## config.mk

```make
export PLATFORM = sky130hd
export DESIGN_NAME = prog_loader
export DESIGN_NICKNAME = d
export VERILOG_FILES = /design/src/rtl/prog_loader_pkg.sv /design/src/rtl/prog_loader_word_assembler.sv /design/src/rtl/prog_loader.sv
export SDC_FILE = /design/constraint.sdc
export NUM_CORES = 1
export LEC_CHECK = 0
export ABC_AREA = 1
export ABC_CLOCK_PERIOD_IN_PS = 3700
export CORE_MARGIN = 2
export CORE_UTILIZATION = 25
export CTS_BUF_LIST = sky130_fd_sc_hd__clkbuf_8
export DETAILED_ROUTE_END_ITERATION = 10
export GPL_ROUTABILITY_DRIVEN = 0
export PLACE_DENSITY = 0.51
export SLEW_MARGIN = 20
export SYNTH_ARGS = -nofsm -noshare
export SYNTH_HDL_FRONTEND = slang
export SYNTH_SLANG_ARGS = --single-unit
export TNS_END_PERCENT = 1
```

## constraint.sdc

```tcl
create_clock -name clk -period 3.7 [get_ports clk]
set_input_delay 0.555 -clock clk [delete_from_list [all_inputs] [get_ports clk]]
set_output_delay 0.555 -clock clk [all_outputs]
set_load 0.03 [all_outputs]
```

## src/rtl/prog_loader_pkg.sv

```systemverilog
// prog_loader_pkg: shared types and constants for the instruction-memory loader.
package prog_loader_pkg;

  localparam int unsigned BYTES_PER_WORD = 4;
  localparam int unsigned BYTE_W         = 8;
  localparam int unsigned WORD_W         = BYTES_PER_WORD * BYTE_W;
  localparam int unsigned BCNT_W         = $clog2(BYTES_PER_WORD);

  // StCheck is only reachable when the checksum feature is compiled in.
  typedef enum logic [2:0] {
    StIdle,
    StRecv,
    StWrite,
    StCheck,
    StDone
  } state_e;

endpackage

```

## src/rtl/prog_loader_word_assembler.sv

```systemverilog
// prog_loader_word_assembler: packs accepted stream bytes into a little-endian word.
// Byte k of a word lands in bits [8k+7:8k]. With PROG_LOADER_CHECKSUM_EN defined it also
// keeps a mod-256 running sum of every data byte and compares it to the current byte.
module prog_loader_word_assembler
  import prog_loader_pkg::*;
(
  input  logic              clk,
  input  logic              rst,
  input  logic              clr,
  input  logic              data_xfer,
  input  logic [BYTE_W-1:0] byte_data,
  output logic [WORD_W-1:0] word,
  output logic              word_full
`ifdef PROG_LOADER_CHECKSUM_EN
  ,
  output logic              sum_match
`endif
);

  localparam logic [BCNT_W-1:0] LastByte = BCNT_W'(BYTES_PER_WORD - 1);

  logic [BCNT_W-1:0] bcnt_q;
  logic [WORD_W-1:0] word_q;

  // Byte counter and shift register; new bytes enter at the top so byte 0 ends at the bottom.
  always_ff @(posedge clk) begin
    if (rst) begin
      bcnt_q <= '0;
      word_q <= '0;
    end else if (clr) begin
      bcnt_q <= '0;
    end else if (data_xfer) begin
      bcnt_q <= bcnt_q + 1'b1;
      word_q <= {byte_data, word_q[WORD_W-1:BYTE_W]};
    end
  end

  // Strobe for the transfer that completes a word; the counter wraps to 0 on it.
  assign word_full = data_xfer && (bcnt_q == LastByte);
  assign word      = word_q;

`ifdef PROG_LOADER_CHECKSUM_EN
  logic [BYTE_W-1:0] sum_q;

  // Running checksum of data bytes only; the checksum byte itself is never accumulated.
  always_ff @(posedge clk) begin
    if (rst || clr) begin
      sum_q <= '0;
    end else if (data_xfer) begin
      sum_q <= sum_q + byte_data;
    end
  end

  assign sum_match = (byte_data == sum_q);
`endif

endmodule

```

## src/rtl/prog_loader.sv

```systemverilog
// prog_loader: loads instruction memory from a byte stream over a valid/ready handshake,
// writing 32-bit little-endian words sequentially from address 0 while holding the CPU
// in reset. Optional feature macro: PROG_LOADER_CHECKSUM_EN adds a trailing checksum byte;
// a mismatch sets a sticky err that keeps the CPU in reset until the next start or rst.
module prog_loader
  import prog_loader_pkg::*;
#(
  parameter int unsigned ADDR_W = 10
) (
  input  logic              clk,
  input  logic              rst,
  input  logic              start,
  input  logic [ADDR_W:0]   word_count,
  input  logic              byte_valid,
  input  logic [BYTE_W-1:0] byte_data,
  output logic              byte_ready,
  output logic              imem_we,
  output logic [ADDR_W-1:0] imem_addr,
  output logic [WORD_W-1:0] imem_wdata,
  output logic              cpu_rst,
  output logic              busy,
  output logic              done,
  output logic              err
);

  state_e          state_q;
  logic [ADDR_W:0] words_left_q;
  logic            xfer;
  logic            data_xfer;
  logic            clr;
  logic            word_full;
  logic            last_word;
`ifdef PROG_LOADER_CHECKSUM_EN
  logic            sum_match;
  logic            err_q;
`endif

  // byte_ready is only ever high in RECV/CHECK, so stray valids elsewhere never transfer.
  assign xfer      = byte_valid & byte_ready;
  assign data_xfer = xfer & (state_q == StRecv);
  assign clr       = (state_q == StIdle) & start;
  assign last_word = (words_left_q == (ADDR_W + 1)'(1));

  prog_loader_word_assembler u_asm (
    .clk       (clk),
    .rst       (rst),
    .clr       (clr),
    .data_xfer (data_xfer),
    .byte_data (byte_data),
    .word      (imem_wdata),
    .word_full (word_full)
`ifdef PROG_LOADER_CHECKSUM_EN
    ,
    .sum_match (sum_match)
`endif
  );

  // Session FSM with registered handshake/strobe outputs and the address/word counters.
  always_ff @(posedge clk) begin
    if (rst) begin
      state_q      <= StIdle;
      byte_ready   <= 1'b0;
      imem_we      <= 1'b0;
      done         <= 1'b0;
      imem_addr    <= '0;
      words_left_q <= '0;
`ifdef PROG_LOADER_CHECKSUM_EN
      err_q        <= 1'b0;
`endif
    end else begin
      imem_we <= 1'b0;
      done    <= 1'b0;
      unique case (state_q)
        StIdle: begin
          if (start) begin
            imem_addr    <= '0;
            words_left_q <= word_count;
`ifdef PROG_LOADER_CHECKSUM_EN
            err_q        <= 1'b0;
`endif
            if (word_count == '0) begin
`ifdef PROG_LOADER_CHECKSUM_EN
              state_q    <= StCheck;
              byte_ready <= 1'b1;
`else
              state_q    <= StDone;
              done       <= 1'b1;
`endif
            end else begin
              state_q    <= StRecv;
              byte_ready <= 1'b1;
            end
          end
        end
        StRecv: begin
          if (word_full) begin
            state_q    <= StWrite;
            byte_ready <= 1'b0;
            imem_we    <= 1'b1;
          end
        end
        StWrite: begin
          // Address advances after the write; it can only wrap on the final word.
          imem_addr    <= imem_addr + 1'b1;
          words_left_q <= words_left_q - 1'b1;
          if (last_word) begin
`ifdef PROG_LOADER_CHECKSUM_EN
            state_q    <= StCheck;
            byte_ready <= 1'b1;
`else
            state_q    <= StDone;
            done       <= 1'b1;
`endif
          end else begin
            state_q    <= StRecv;
            byte_ready <= 1'b1;
          end
        end
`ifdef PROG_LOADER_CHECKSUM_EN
        StCheck: begin
          if (xfer) begin
            byte_ready <= 1'b0;
            if (sum_match) begin
              state_q <= StDone;
              done    <= 1'b1;
            end else begin
              state_q <= StIdle;
              err_q   <= 1'b1;
            end
          end
        end
`endif
        StDone: begin
          state_q <= StIdle;
        end
        default: begin
          state_q    <= StIdle;
          byte_ready <= 1'b0;
        end
      endcase
    end
  end

`ifdef PROG_LOADER_CHECKSUM_EN
  assign err = err_q;
`else
  assign err = 1'b0;
`endif

  assign busy    = (state_q != StIdle);
  assign cpu_rst = rst | busy | err;

endmodule

```

# --- Word-level counts from Yosys, hierarchy flattened ---
# Cells that the tools add are included.
word_totals:
  in_bits: 23
  wordCells: 57
  ff_bits: 61
  out_inout_bits: 48
classes:
  reduce_logical: 11
  bitwise_logic: 7
  muxes: 19
  n_eq_ne: 9
  n_addsub: 3
ops:
  columns: ["op", "count"]
  rows:
  - ["11-bit one-hot mux with 2 select lines", 1]
  - ["10-bit one-hot mux with 2 select lines", 1]
  - ["3-bit 2-to-1 mux", 4]
  - ["11-bit by 1-bit equality test with 1-bit output (second input constant)", 1]
  - ["11-bit zero test", 1]
  - ["11-bit 2-to-1 mux", 1]
  - ["11-bit by 1-bit subtractor with 11-bit output (second input constant)", 1]
  - ["10-bit by 1-bit adder with 10-bit output (second input constant)", 1]
  - ["10-bit 2-to-1 mux", 1]
  - ["3-bit one-hot mux with 3 select lines", 1]
  - ["1-bit 2-to-1 mux", 8]
  - ["2-bit != test (second input constant)", 3]
  - ["2-bit AND reduction", 3]
  - ["5-bit AND reduction", 1]
  - ["1-bit one-hot mux with 4 select lines", 1]
  - ["2-bit OR reduction", 2]
  - ["1-bit bitwise AND", 3]
  - ["3-bit by 1-bit equality test with 1-bit output (second input constant)", 1]
  - ["3-bit by 2-bit equality test with 1-bit output (second input constant)", 1]
  - ["3-bit equality test (second input constant)", 1]
  - ["3-bit zero test", 1]
  - ["1-bit inverter", 3]
  - ["3-bit nonzero test", 1]
  - ["2-bit by 1-bit adder with 2-bit output (second input constant)", 1]
  - ["other kinds (6)", 6]

# --- Logic depth before layout (Yosys ltp) ---
# Gate-level depths: netlist of the first run.
depth:
  depth_word: 5
  depth_mapped: 9
  mapped_depth_nobuf: 9

# --- Modules after synthesis ---
# From an unflattened synthesis of the first run, not the netlist that was laid out.
unflattened:
  hier_cells: 489
  hier_area_um2: 3143.0
by_module_without_submodules:
  columns: ["module", "cells_per_inst", "n_inst", "area_each_um2", "seq_area_each_um2"]
  rows:
  - ["prog_loader", 269, 1, 1667.8, 540.5]
  - ["prog_loader_word_assembler", 220, 1, 1475.2, 680.7]

# --- Worst setup path after synthesis of the first run ---
# Ideal clock, no wire load.
synth_path:
  path_kind: "input-to-output"
  start: "in rst"
  end: "out cpu_rst"
  arrival_time_ns: 1.075
  path_buffers: 1
  slack_ns: 2.070
  path_stages: 3
  path_cell_list: "clkbuf_1 > nor2_1 > nand2_1"
synth_via:
  elab_chain_len: 1
synth_rtl:
  columns: ["item", "line", "rtl"]
  rows:
  - ["start: declaration", "prog_loader.sv:11", "input logic rst,"]
  - ["1-bit OR", "prog_loader.sv:151", "assign cpu_rst = rst | busy | err;"]
  - ["end: declaration", "prog_loader.sv:20", "output logic cpu_rst,"]
# No other way between the ends.

# --- Final worst setup path of the first run ---
# Same ends and word-level chain as after synthesis.

==> flow_metrics.env, run 1 <==
export IMPL_hpwlAfterDp_um=5200
export IMPL_finalInstanceArea_um2=3780
export IMPL_slew_violations=0
export IMPL_wl_per_cell_um=12.7
export IMPL_die_height_um=109
export IMPL_startpoint_type="primary input"
export IMPL_status="finished clean"
export IMPL_worstPathCellList="clkdlybuf4s50_1, buf_4, nor2_1, nand2_1, clkdlybuf4s50_1"
export IMPL_routed_wl_um=7540
export IMPL_top_layer="met4"
export IMPL_wl_met3_um=712
export IMPL_cp_slowest_cell="clkdlybuf4s50_1"
export IMPL_antenna_found_initial=0
export IMPL_dr_pass1_iters=4
export IMPL_track_usage=0.133
export IMPL_p_per_area_nw_per_um2=429
export IMPL_cts_setup_buffers=0
export IMPL_synth_edf_count=0
export IMPL_grt_pass1_wl_um=12400
export IMPL_relSlewSlack=0.622
export IMPL_final_util=0.348
export IMPL_netlist_top_cells_area="dfxtp_1 (44%), nor2_1 (13%), nand2_1 (8.5%)"
export IMPL_crit_family="buffers and inverters"
export IMPL_netSwitchingPower_uw=432
export IMPL_synthFlopType="dfxtp_1"
export IMPL_rsz0062_at_grt="no"
export IMPL_synth_fp_nets=410
export IMPL_ctsResizeCount=0
export IMPL_cp_data_required_time_ns=3.14
export IMPL_cts_tree="done"
export IMPL_postSynthCellCount=383
export IMPL_core_area_um2=10800
export IMPL_setup_viol=0
export IMPL_wl_met1_um=3420
export IMPL_timing_final_hold_violations=0
export IMPL_seqPwrFrac=0.433
export IMPL_initial_core_util=0.256
export IMPL_die_area_um2=12000
export IMPL_avgViaCountPerCell=4.50
export IMPL_path_clk_slew_ns=0.07
export IMPL_insertedDiodeCount=0
export IMPL_root_buffer="clkbuf_8"
export IMPL_synth_top_cell_area_share=0.440
export IMPL_synth_top_area_cell="dfxtp_1"
export IMPL_fin_worst_skew_ns=0.00681
export IMPL_post_route_drc_count=0
export IMPL_tightest_slew_ns=0.566
export IMPL_grt_pass1_vias=2614
export IMPL_dp_cells=577
export IMPL_cts_made_buffers=9
export IMPL_synth_most_common_cell="nor2_1"
export IMPL_synth_area_um2=2770
export IMPL_p_leak_nw=1.53
export IMPL_crit_fanout=17
export IMPL_final_cell_count_no_fill=593
export IMPL_grt_remaining_overflow=0
export IMPL_yosysWarnings=0
export IMPL_setup_slack_ns=1.06
export IMPL_row_count=38
export IMPL_path_class="primary input to primary output"
export IMPL_clk_path_buf_depth=2
export IMPL_ys_async_sr_fraction=0
export IMPL_worst_setup_path_end_kind="primary output"
export IMPL_drtAntennaViolNets=0
export IMPL_p_comb_frac=0.139
export IMPL_clock_sinks=61
export IMPL_p_clk_frac=0.428
export IMPL_cpMostUsedCell="clkdlybuf4s50_1"
export IMPL_ys_seq_elements=61
export IMPL_worstPathArrival_ns=2.08
export IMPL_sw_frac_of_total=0.267
export IMPL_post_dp_cell_area_um2=3540
export IMPL_die_x_um=109
export IMPL_post_place_ws_ns=1.08
export IMPL_area_growth_pct=36.2
export IMPL_slowest_delay_ns=0.67
export IMPL_ys_seq_area_frac=0.440
export IMPL_p_int_mw=1.19
export IMPL_wl_met2_um=3350
export IMPL_path_buf_inv=3
export IMPL_fin_nets=475
export IMPL_fmax_ghz=0.379
export IMPL_numPortBuffers=69
export IMPL_maxCapViolCount=0
export IMPL_cts_hold_buf=0
export IMPL_io_pins=71
export IMPL_drive_gt1_frac=0.0839
export IMPL_syn_avg_cell_area_um2=7.24
export IMPL_ys_top_cells_by_count="nor2_1 (98), nand2_1 (63), dfxtp_1 (61), o21ai_0 (37), inv_1 (21)"
export IMPL_synth_cell_type_count=35
export IMPL_grt_max_degree=38
export IMPL_min_period_ns=2.64
export IMPL_vdd_drop_max_mv=0.215
export IMPL_cts_max_level=3
export IMPL_drt_iter0_drc=96
export IMPL_fin_setup_tns_ns=0
export IMPL_hp_class="flip-flop to flip-flop"
export IMPL_min_period_over_period=0.713
export IMPL_vias=2669
export IMPL_insertion_delay_ns=0.35
[routing by layer]
| metal | track usage | vias to the layer above |
|---|---|---|
| met3 | 0.0765 | 7 |
| met1 | 0.155 | 1226 |
| met5 | 0 | - |
| met2 | 0.212 | 71 |
| met4 | 0.0307 | 0 |
| li1 | - | 1365 |
[power groups by stage]
stage | clock, mW | combinational [mW] | sequential, mW
3_5_place_dp | 0 | 0.226 | 0.716
3_3_place_gp | 0 | 0.225 | 0.716
4_1_cts | 0.713 | 0.227 | 0.702
2_1_floorplan | 0 | 0.122 | 0.739
5_1_grt | 0.743 | 0.249 | 0.705
6_report | 0.692 | 0.225 | 0.702
[flip-flops by register name, indices dropped and copies added, names as in the netlist]
name          cells
imem_we           1
done              1
imem_addr        10
byte_ready        1
words_left_q     11
u_asm.bcnt_q      2
state_q           3
u_asm.word       32
[tightest hold or removal path, cell delays in order (launching register included)]
cell	delay [ns]
dfxtp_1	0.32
nand2_1	0.06
a21oi_1	0.05
[metrics by stage]
stage          hold slack, ns  power, mW
2_1_floorplan           0.441      0.860
3_3_place_gp            0.453      0.941
3_5_place_dp            0.465      0.942
4_1_cts                 0.477       1.64
5_1_grt                 0.501       1.70
6_report                0.476       1.62
[final cells by class]
class                      count  area (um2)
tap                          140         175
multi-input combinational    279        1340
clock buffer                  11         151
fill                        1166        7060
clock inverter                 5        82.6
sequential                    61        1220
inverter                      25        93.8
timing repair buffer          72         713
[final timing paths]
kind	start	endpoint	slack [ns]	cells past startpoint
max	rst	cpu_rst	1.06	5
max reg2reg	state_q[2]	imem_addr[4]	1.98	7
min reg2reg	u_asm.bcnt_q[1]	u_asm.bcnt_q[1]	0.48	2
min	u_asm.bcnt_q[1]	u_asm.bcnt_q[1]	0.48	2
[cells in the final DEF, fill, tap and decap left out, drive strengths merged]
cell | synthesis | routed
nor2 | 103 | 103
clkdlybuf4s50 | 0 | 69
nand2 | 68 | 68
dfxtp | 61 | 61
o21ai | 39 | 39
inv | 25 | 25
nand3 | 17 | 17
a21oi | 14 | 14
clkbuf | 6 | 11
nor3 | 6 | 6
a31oi | 5 | 5
xor2 | 4 | 4
ha | 4 | 4
o211ai | 3 | 3
clkinvlp | 0 | 3
buf | 12 | 3
nand3b | 2 | 2
or2 | 2 | 2
o21a | 2 | 2
a211oi | 2 | 2
bufinv | 0 | 2
a22oi | 1 | 1
xnor2 | 1 | 1
o221ai | 1 | 1
a21boi | 1 | 1
nand4 | 1 | 1
and3 | 1 | 1
o21bai | 1 | 1
conb | 1 | 1
[cell families (layout without fill, tap and decap cells)]
family,count (synthesis),after routing,share of synthesized area
buf+inv,43,113,0.0767
simple gates,200,200,0.309
other cells,1,1,0.00135
xor+xnor,5,5,0.0158
flops,61,61,0.440
compound gates,69,69,0.138
fa+ha+maj,4,4,0.0180
(Power assumes the default switching activity.)
==> run 2: changes to the inputs <==
--- a/config.mk
+++ b/config.mk
@@ -6,13 +6,13 @@
 export NUM_CORES = 1
 export LEC_CHECK = 0
 export ABC_AREA = 1
-export ABC_CLOCK_PERIOD_IN_PS = 3700
+export ABC_CLOCK_PERIOD_IN_PS = 2200
 export CORE_MARGIN = 2
 export CORE_UTILIZATION = 25
 export CTS_BUF_LIST = sky130_fd_sc_hd__clkbuf_8
 export DETAILED_ROUTE_END_ITERATION = 10
 export GPL_ROUTABILITY_DRIVEN = 0
-export PLACE_DENSITY = 0.51
+export PLACE_DENSITY = 0.53
 export SLEW_MARGIN = 20
 export SYNTH_ARGS = -nofsm -noshare
 export SYNTH_HDL_FRONTEND = slang
==> constraint.sdc (replaced) <==
create_clock -name clk -period 2.2 [get_ports clk]
set_input_delay 0.33 -clock clk [delete_from_list [all_inputs] [get_ports clk]]
set_output_delay 0.33 -clock clk [all_outputs]
set_load 0.03 [all_outputs]
==> run 2 against run 1 <==
Worst setup slack got worse by 0.88 ns. Clock power rose by 81%. Sequential power rose by 68%. Via count fell by 0.56%. Count of clock-buffer cells in the layout fell by 1. Global-route usage rose by 0.15 points. Sequential share of layout area fell by 0.39 points. Clock skew rose by 0.0044 ns. Core utilization rose by 0.43 points. First-iteration DRC count fell by 3.1%. Final cell count rose by 0.51%. Critical path type is now flip-flop to primary output. Largest cell class unchanged.
==> flow_metrics.env, run 2 (same netlist as run 1, synthesis figures left out) <==
export IMPL_post_dp_cell_area_um2=3580
export IMPL_min_path_cells=2
export IMPL_die_area_um2=12000
export IMPL_startpoint_type="flip-flop"
export IMPL_numPortBuffers=69
export IMPL_drive_gt1_frac=0.0921
export IMPL_busiest_layer="met2"
export IMPL_io_pins=71
export IMPL_vias=2654
export IMPL_path_clk_slew_ns=0.07
export IMPL_grt_remaining_overflow=0
export IMPL_vdd_drop_max_mv=0.280
export IMPL_cts_hold_buf=0
export IMPL_slew_violations=0
export IMPL_ctsResizeCount=0
export IMPL_drtAntennaViolNets=0
export IMPL_insertion_delay_ns=0.34
export IMPL_finalInstanceArea_um2=3820
export IMPL_post_place_ws_ns=0.355
export IMPL_dr_pass1_iters=4
export IMPL_hpwlAfterDp_um=5330
export IMPL_final_util=0.353
export IMPL_path_class="flip-flop to primary output"
export IMPL_min_period_over_period=0.916
export IMPL_antenna_found_initial=0
export IMPL_worstPathArrival_ns=1.69
export IMPL_cp_startpoint="state_q[2]"
export IMPL_final_cell_mix="nor2_1 (98), clkdlybuf4s50_1 (68), nand2_1 (63)"
export IMPL_maxCapViolCount=0
export IMPL_p_leak_nw=1.56
export IMPL_use_met1=0.161
export IMPL_final_common_cell="nor2_1"
export IMPL_die_height_um=109
export IMPL_fmax_ghz=0.496
export IMPL_cts_made_buffers=9
export IMPL_grt_pass1_wl_um=12500
export IMPL_status="finished clean"
export IMPL_fillers=1186
export IMPL_wl_per_cell_um=12.8
export IMPL_clk_path_buf_depth=2
export IMPL_gr_usage_met3=0.0587
export IMPL_worst_setup_path_end_kind="primary output"
export IMPL_hold_start="u_asm.bcnt_q[1]"
export IMPL_area_growth_pct=37.8
export IMPL_rsz0062_at_grt="no"
export IMPL_relSlewSlack=0.637
export IMPL_initial_core_util=0.256
export IMPL_post_route_drc_count=0
export IMPL_timing_final_hold_violations=0
export IMPL_cp_data_required_time_ns=1.87
export IMPL_root_buffer="clkbuf_8"
export IMPL_grt_max_degree=36
export IMPL_crit_fanout=5
export IMPL_cts_tree="done"
export IMPL_p_total_mw=2.81
export IMPL_ff2ff_path_depth=7
export IMPL_cts_setup_buffers=0
export IMPL_setup_viol=0
export IMPL_routed_wl_um=7610
export IMPL_fin_nets=478
export IMPL_tightest_slew_ns=0.543
export IMPL_setup_slack_ns=0.185
export IMPL_drt_iter0_drc=93
export IMPL_min_period_ns=2.02
export IMPL_clock_sinks=61
export IMPL_insertedDiodeCount=0
export IMPL_core_area_um2=10800
export IMPL_p_per_area_nw_per_um2=736
export IMPL_fin_worst_skew_ns=0.0112
export IMPL_avgViaCountPerCell=4.45
export IMPL_grt_pass1_vias=2601
export IMPL_track_usage=0.135
export IMPL_hp_class="flip-flop to flip-flop"
export IMPL_fin_setup_tns_ns=0
export IMPL_largest_reg_flops=32
export IMPL_rr_startpoint="state_q[2]"
export IMPL_row_count=38
export IMPL_cts_max_level=3
export IMPL_die_x_um=109
export IMPL_met2_usage=0.219
==> run 2: critical path, cell delays in order, from the launching register on <==
cell	delay (ns)
dfxtp_1	0.48
nor2_2	0.08
nand2_2	0.11
clkdlybuf4s50_1	0.68
==> run 2: final timing paths <==
| kind | endpoint | slack (ns) |
|---|---|---|
| worst min register to register | u_asm.bcnt_q[1] | 0.47 |
| worst min-delay path | u_asm.bcnt_q[1] | 0.47 |
| worst max register to register | words_left_q[5] | 0.64 |
| worst max-delay path | busy | 0.18 |
==> run 2: layout make-up <==
type	count	area, um2	area share
inverter	25	93.8	0.0245
sequential	61	1220	0.319
tap	140	175	0.0458
multi-input combinational	279	1340	0.350
clock inverter	6	110	0.0288
clock buffer	10	138	0.0360
timing repair buffer	75	746	0.195
==> run 2: per-layer routing <==
layer  wire length (um)  vias to the layer above
met2               3390                       76
met4                 62                        0
li1                   -                     1367
met1               3500                     1204
met3                657                        7
met5                  0                        -
==> run 2: through the flow <==
stage          cells  hold slack, ns
2_1_floorplan    383           0.441
3_3_place_gp     580           0.458
3_5_place_dp     580           0.465
4_1_cts          596           0.474
5_1_grt          596           0.504
6_report         596           0.473
==> run 2: power by group <==
part / switching (mW) / total, mW / internal (mW)
sequential: 0.0360 / 1.18 / 1.14
clock: 0.469 / 1.25 / 0.781
combinational: 0.225 / 0.384 / 0.159
total: 0.730 / 2.81 / 2.08
